--- src/rtl/data_mem_ctrl.sv ---
// data_mem_ctrl: data-port memory controller. Request strobes are queued in a
// small FIFO, each access spends WAIT_CYCLES wait states before committing to the
// word-addressed RAM, and DataDone pulses once per accepted request.
// Optional feature: define DMEM_MMIO_EN to map IO_ADDR onto the IoOut register.
module data_mem_ctrl #(
    parameter int unsigned          WORD_SIZE   = 16,
    parameter int unsigned          DEPTH       = 256,
    parameter int unsigned          WAIT_CYCLES = 2,
    parameter int unsigned          FIFO_DEPTH  = 2,
    parameter logic [WORD_SIZE-1:0] IO_ADDR     = 16'hF000
) (
    input  logic                 Clock,
    input  logic                 Resetn,
    input  logic [WORD_SIZE-1:0] DataAddr,
    input  logic [WORD_SIZE-1:0] DataOut,
    input  logic                 ReadData,
    input  logic                 WriteData,
    output logic [WORD_SIZE-1:0] DataIn,
    output logic                 DataDone,
    output logic                 Busy,
    output logic                 AddrErr,
    output logic                 Overflow,
    output logic [WORD_SIZE-1:0] IoOut
);
    localparam int unsigned PTR_W  = (FIFO_DEPTH > 1) ? $clog2(FIFO_DEPTH) : 1;
    localparam int unsigned FILL_W = PTR_W + 1;
    localparam int unsigned CNT_W  = (WAIT_CYCLES > 0) ? $clog2(WAIT_CYCLES + 1) : 1;
    localparam int unsigned RAM_AW = (DEPTH > 1) ? $clog2(DEPTH) : 1;
`ifdef DMEM_MMIO_EN
    localparam bit MMIO_EN = 1'b1;
`else
    localparam bit MMIO_EN = 1'b0;
`endif

    typedef struct packed {
        logic                 we;
        logic [WORD_SIZE-1:0] addr;
        logic [WORD_SIZE-1:0] wdata;
    } req_t;

    typedef enum logic [1:0] {S_IDLE, S_WAIT, S_DONE} state_t;

    state_t               state_q, state_d;
    logic [CNT_W-1:0]     cnt_q, cnt_d;
    logic                 load_c, commit_c;
    logic                 req_c, full_c, push_c;
    req_t                 push_req_c;
    req_t                 fifo_q [FIFO_DEPTH];
    logic [PTR_W-1:0]     wr_ptr_q, rd_ptr_q;
    logic [FILL_W-1:0]    fill_q;
    req_t                 work_q;
    logic                 in_range_c, is_io_c;
    logic [WORD_SIZE-1:0] io_val;
    logic [WORD_SIZE-1:0] mem [DEPTH];
    logic [WORD_SIZE-1:0] data_in_q;
    logic                 done_q, addr_err_q, ovf_q;

    // Request capture; a write strobe wins when both strobes are set
    assign req_c      = ReadData | WriteData;
    assign push_req_c = '{we: WriteData, addr: DataAddr, wdata: DataOut};
    assign full_c     = (fill_q == FILL_W'(FIFO_DEPTH));
    assign push_c     = req_c && (!full_c || load_c);
    assign Busy       = full_c;

    // Address decode of the access being committed (full-width compare, no wrap)
    assign in_range_c = (work_q.addr < WORD_SIZE'(DEPTH));
    assign is_io_c    = MMIO_EN && (work_q.addr == IO_ADDR);

    // FSM state and wait counter register
    always_ff @(posedge Clock or negedge Resetn) begin
        if (!Resetn) begin
            state_q <= S_IDLE;
            cnt_q   <= '0;
        end else begin
            state_q <= state_d;
            cnt_q   <= cnt_d;
        end
    end

    // Next state: pop into working regs, count wait states, commit on the way into DONE
    always_comb begin
        state_d  = state_q;
        cnt_d    = cnt_q;
        load_c   = 1'b0;
        commit_c = 1'b0;
        case (state_q)
            S_IDLE: begin
                if (fill_q != '0) begin
                    load_c  = 1'b1;
                    cnt_d   = CNT_W'(WAIT_CYCLES);
                    state_d = S_WAIT;
                end
            end
            S_WAIT: begin
                if (cnt_q != '0) begin
                    cnt_d = cnt_q - CNT_W'(1);
                end else begin
                    commit_c = 1'b1;
                    state_d  = S_DONE;
                end
            end
            S_DONE: begin
                if (fill_q != '0) begin
                    load_c  = 1'b1;
                    cnt_d   = CNT_W'(WAIT_CYCLES);
                    state_d = S_WAIT;
                end else begin
                    state_d = S_IDLE;
                end
            end
            default: state_d = S_IDLE;
        endcase
    end

    // FIFO pointers and occupancy
    always_ff @(posedge Clock or negedge Resetn) begin
        if (!Resetn) begin
            wr_ptr_q <= '0;
            rd_ptr_q <= '0;
            fill_q   <= '0;
        end else begin
            if (push_c) wr_ptr_q <= wr_ptr_q + PTR_W'(1);
            if (load_c) rd_ptr_q <= rd_ptr_q + PTR_W'(1);
            fill_q <= fill_q + FILL_W'(push_c) - FILL_W'(load_c);
        end
    end

    // FIFO payload storage and working registers (data only, no reset needed)
    always_ff @(posedge Clock) begin
        if (push_c) fifo_q[wr_ptr_q] <= push_req_c;
        if (load_c) work_q <= fifo_q[rd_ptr_q];
    end

    // Backing RAM, written only when an in-range write commits
    always_ff @(posedge Clock) begin
        if (commit_c && work_q.we && in_range_c) mem[work_q.addr[RAM_AW-1:0]] <= work_q.wdata;
    end

`ifdef DMEM_MMIO_EN
    logic [WORD_SIZE-1:0] io_q;

    // MMIO output register, loaded by committed writes to IO_ADDR
    always_ff @(posedge Clock or negedge Resetn) begin
        if (!Resetn) begin
            io_q <= '0;
        end else if (commit_c && work_q.we && is_io_c) begin
            io_q <= work_q.wdata;
        end
    end

    assign io_val = io_q;
`else
    assign io_val = '0;
`endif

    // Completion pulse, read data and sticky error flags
    always_ff @(posedge Clock or negedge Resetn) begin
        if (!Resetn) begin
            done_q     <= 1'b0;
            data_in_q  <= '0;
            addr_err_q <= 1'b0;
            ovf_q      <= 1'b0;
        end else begin
            done_q <= commit_c;
            if (commit_c && !work_q.we) begin
                if (in_range_c)   data_in_q <= mem[work_q.addr[RAM_AW-1:0]];
                else if (is_io_c) data_in_q <= io_val;
                else              data_in_q <= '0;
            end
            if (commit_c && !in_range_c && !is_io_c) addr_err_q <= 1'b1;
            if (req_c && full_c && !load_c)           ovf_q      <= 1'b1;
        end
    end

    assign DataIn   = data_in_q;
    assign DataDone = done_q;
    assign AddrErr  = addr_err_q;
    assign Overflow = ovf_q;
    assign IoOut    = io_val;

endmodule

--- config.mk ---
export PLATFORM = sky130hd
export DESIGN_NAME = data_mem_ctrl
export DESIGN_NICKNAME = d
export VERILOG_FILES = /design/src/rtl/data_mem_ctrl.sv
export SDC_FILE = /design/constraint.sdc
export NUM_CORES = 2
export LEC_CHECK = 0
export CORE_ASPECT_RATIO = 1.1
export CORE_MARGIN = 5
export CORE_UTILIZATION = 35
export CTS_CLUSTER_SIZE = 20
export DETAILED_ROUTE_END_ITERATION = 10
export PLACE_DENSITY = 0.5
export SYNTH_ARGS = -nofsm -noshare
export SYNTH_HDL_FRONTEND = slang
export SYNTH_MEMORY_MAX_BITS = 65536
export SYNTH_SLANG_ARGS = --single-unit
--- constraint.sdc ---
create_clock -name Clock -period 8.3 [get_ports Clock]
set_clock_uncertainty 0.05 [all_clocks]
set_input_delay 1.66 -clock Clock [delete_from_list [all_inputs] [get_ports Clock]]
set_output_delay 1.66 -clock Clock [all_outputs]
set_load 0.005 [all_outputs]
==> key figures <==
Outcome
  – Result of the run: complete, no violations

Setup path
  – Required arrival time at the worst endpoint: 9.02 ns
  – Cell breakdown of the critical path: buf_4, buf_4, nor2b_4, buf_4, a22oi_1, a32o_1, o21ai_0, nand4_1, a31oi_1, a211oi_1
  – Slowest cell on the critical path: sky130_fd_sc_hd__a31oi_1
  – Setup crit start kind: flop
  – CP Data Arrival Time: 6.22 ns
  – Worst reg2reg path depth: 10
  – Largest driver fanout on the critical path: 64
  – Worst reg-to-reg setup slack: 2.80 ns
  – CP most frequent cell: sky130_fd_sc_hd__buf_4
  – Slowest cell delay on critical path: 1.13 ns
  – Critical register-to-register path endpoint: DataIn[4]
  – Crit end category: flop
  – CP delay by family, top: compound AO/OA/AOI/OAI gates
  – Worst flop-to-flop path startpoint: work_q[16]
  – Buffers and inverters on the worst path: 3
  – Worst Setup Path Type: flop to flop

Final layout
  – Storage element area: 127000 sq um
  – Final Net Count: 8227
  – Fraction of layout cells with a size suffix above 1: 0.220
  – Area of all placed cells without fillers: 185000 sq um
  – Area delta synth->final: 14.1%
  – Filler instances: 40947
  – Footprint of the multi-input gates: 33200 sq um

Worst hold path
  – Endpoint of the worst hold path: fill_q[1]
  – Hold depth: 1
  – Worst hold path class: flop to flop
  – Hold wc startpoint: fill_q[1]

Timing
  – Period Utilization, post-route: 0.663
  – Total negative slack for setup checks: 0 ns
  – Final Setup Violations: 0
  – Max Fclk: 182 MHz
  – Worst Tran Pin Value: 1.44 ns
  – Final-layout worst hold slack: 0.446 ns
  – Final critical-path required period: 5.50 ns
  – Slew Limit Headroom: 0.0428
  – Total count of hold-check failures in the final report: 0
  – Setup repair after global routing missed its margin: no
  – Slew Limit Fails: 0

Clock network
  – CTS sink cnt: 4222
  – Post-cts hold buffer count: 0
  – H-tree lvl count: 5
  – Skew-Pair Late Insertion Delay: 1.00 ns
  – Clock tree from TritonCTS: yes
  – Number of gates given a new drive strength after cts: 0
  – Number of buffers between clock root and the deepest sink: 4
  – Setup repair bufs after CTS: 0
  – Root buffer selected by CTS: sky130_fd_sc_hd__clkbuf_16
  – Clk slew on worst S/H paths: 0.06 ns
  – Number of buffers added by the clock tree synthesis step: 418

Synthesis
  – YS warnings: 0
  – Top cells by area in the synthesized netlist: sky130_fd_sc_hd__edfxtp_1 78%, sky130_fd_sc_hd__mux4_2 10%, sky130_fd_sc_hd__mux2i_1 3.6%
  – Per-instance average area after synthesis: 20.9 sq um
  – Largest area contributor in the synthesized netlist: sky130_fd_sc_hd__edfxtp_1
  – Part of the Yosys area used for sequential elements: 0.782
  – Number of different library cells in the post-synthesis netlist: 65
  – Synth Register Bits: 4222
  – Most frequent cells after synthesis: 4195 x sky130_fd_sc_hd__edfxtp_1, 748 x sky130_fd_sc_hd__mux4_2, 578 x sky130_fd_sc_hd__mux2i_1
  – Cell with the most instances after synthesis: sky130_fd_sc_hd__edfxtp_1
  – Area share of the largest cell type after synthesis: 0.778
  – Post-synth EDFFs: 4195
  – Top_reg_cell synth: sky130_fd_sc_hd__edfxtp_1
  – Number of standard cells after synthesis: 7765
  – Share of synthesized registers carrying an async set or reset: 0.00640
  – Netlist area before placement: 162000 sq um

Power
  – Switching portion of total power: 0.334
  – Worst IR Drop VDD: 417 uV
  – Fraction of power consumed by the clock network: 0.288
  – Standby leakage power: 58.2 nW
  – Part of the total power dissipated in combinational logic: 0.291
  – Power after layout: 0.0647 W
  – PD cells: 350 nW/um^2
  – Sequential share of power: 0.420
  – Internal Power: 0.0431 W
  – Total net switching power: 0.0216 W

Drt
  – Total routed wire length on the met1 layer: 192000 microns
  – Via density per instance: 5.49
  – Pre-Repair DR Iteration Count: 6
  – DRT antenna net count: 0
  – Total length of routed met2 wires: 224000 microns
  – Uppermost layer routed: met5
  – Met3 Wirelength: 32900 microns
  – Remaining routing DRC violations: 0
  – Average routed wire per standard cell: 31.7 microns
  – Total via count after detailed routing: 80232
  – Number of violations reported at the end of detailed-routing iteration 0: 8917
  – Total detailed-routing wirelength: 462000 microns

Global route
  – Largest net degree at the start of global routing: 184
  – Remaining Overflow, GRT: 0
  – Via count of the first global-routing pass: 80682
  – Initial antenna violation count: 24
  – Wire length of the first global-routing pass: 646000 microns
  – Overall track demand over capacity in global routing: 0.190

Place
  – HPWL Detailed: 276000 microns
  – Number of port buffers: 55
  – DP Area: 171000 sq um
  – Final estimated routing congestion in global placement: 0.831

Floorplanning
  – IO Count: 72
  – Initial Util: 0.351
  – Die boundary height: 724 microns
  – Die Span X: 659 microns
  – Die footprint: 477000 sq um
  – Number of core rows: 262
  – Core region area: 462000 sq um

Job
  – Max-cap violations: 0
==> how the worst max path moves through the flow <==
stage,start,endpoint,slack [ns],cells after the start
3_5_place_dp,work_q[16],DataIn[1],2.88,10
6_report,work_q[16],DataIn[4],2.80,10
3_3_place_gp,work_q[16],DataIn[12],2.77,8
4_1_cts,work_q[16],DataIn[1],2.88,10
2_1_floorplan,work_q[0],mem[0][0],4.20,0
5_1_grt,work_q[16],DataIn[1],2.59,10
==> layout by cell type, fill, tap and decap left out, drive strengths merged, types with 14 or more instances in the layout <==
master,count
bufinv,38
o211ai,39
o22ai,74
o2111ai,16
mux4,748
and3,35
inv,25
buf,415
clkbuf,525
nor2,348
edfxtp,4195
a21o,14
clkinv,178
nor2b,17
nand3,150
o41a,14
nand2,161
a211oi,25
a41oi,17
a221oi,32
o21ai,79
a22o,19
a22oi,294
a31oi,40
a21oi,150
conb,16
a32o,14
nor4,22
clkdlybuf4s50,54
dfrtp,27
nand4,41
mux2i,578
mux2,45
==> sequential cells by signal, summed over array words and instances, names as in the netlist <==
name,flops
Overflow,1
rd_ptr_q,1
state_q,2
fifo_q,66
DataIn,16
mem,4096
work_q,33
cnt_q,2
AddrErr,1
fill_q,2
DataDone,1
wr_ptr_q,1
==> logic make-up (layout without fill, tap and decap cells) <==
logic type,count (synthesis),in the layout,synth area share
other,1,23,0.0000231
multiplexers,1371,1371,0.143
flip-flops,4222,4222,0.782
AO/OA/AOI/OAI,853,853,0.0367
AND/OR/NAND/NOR,816,816,0.0227
XOR/XNOR,4,4,0.000216
buffers and inverters,495,1245,0.0156
adder cells (fa/ha/maj),3,3,0.000232
==> power by group through the flow <==
stage               Clock, W  Combinational (W)  Sequential (W)
floorplan                  0            0.00947          0.0293
global placement           0             0.0190          0.0276
detailed placement         0             0.0192          0.0276
CTS                   0.0191             0.0192          0.0272
global route          0.0199             0.0198          0.0272
finish                0.0187             0.0189          0.0272
==> metrics by stage <==
step | util | std cells | setup slack, ns
6_report | 0.400 | 14609 | 2.80
5_1_grt | 0.400 | 14603 | 2.59
4_1_cts | 0.400 | 14601 | 2.88
3_5_place_dp | 0.371 | 13839 | 2.88
3_3_place_gp | 0.371 | 13837 | 2.77
2_1_floorplan | - | 7780 | 4.20
==> area by class of cell <==
cell class,count,share of cell area
Multi-Input combinational cell,3063,0.179
Tap cell,6072,0.0411
Antenna cell,7,0.0000947
Clock inverter,237,0.0128
Clock buffer,525,0.0596
Inverter,14,0.000298
Sequential cell,4222,0.685
Timing Repair Buffer,469,0.0217
==> per-layer routing <==
| layer | up-vias | track usage |
|---|---|---|
| met1 | 43438 | 0.261 |
| met4 | 4 | 0.0512 |
| met2 | 2983 | 0.311 |
| li1 | 33244 | - |
| met5 | - | 0 |
| met3 | 563 | 0.0335 |
Note: power is estimated with default switching activity, not from simulation.
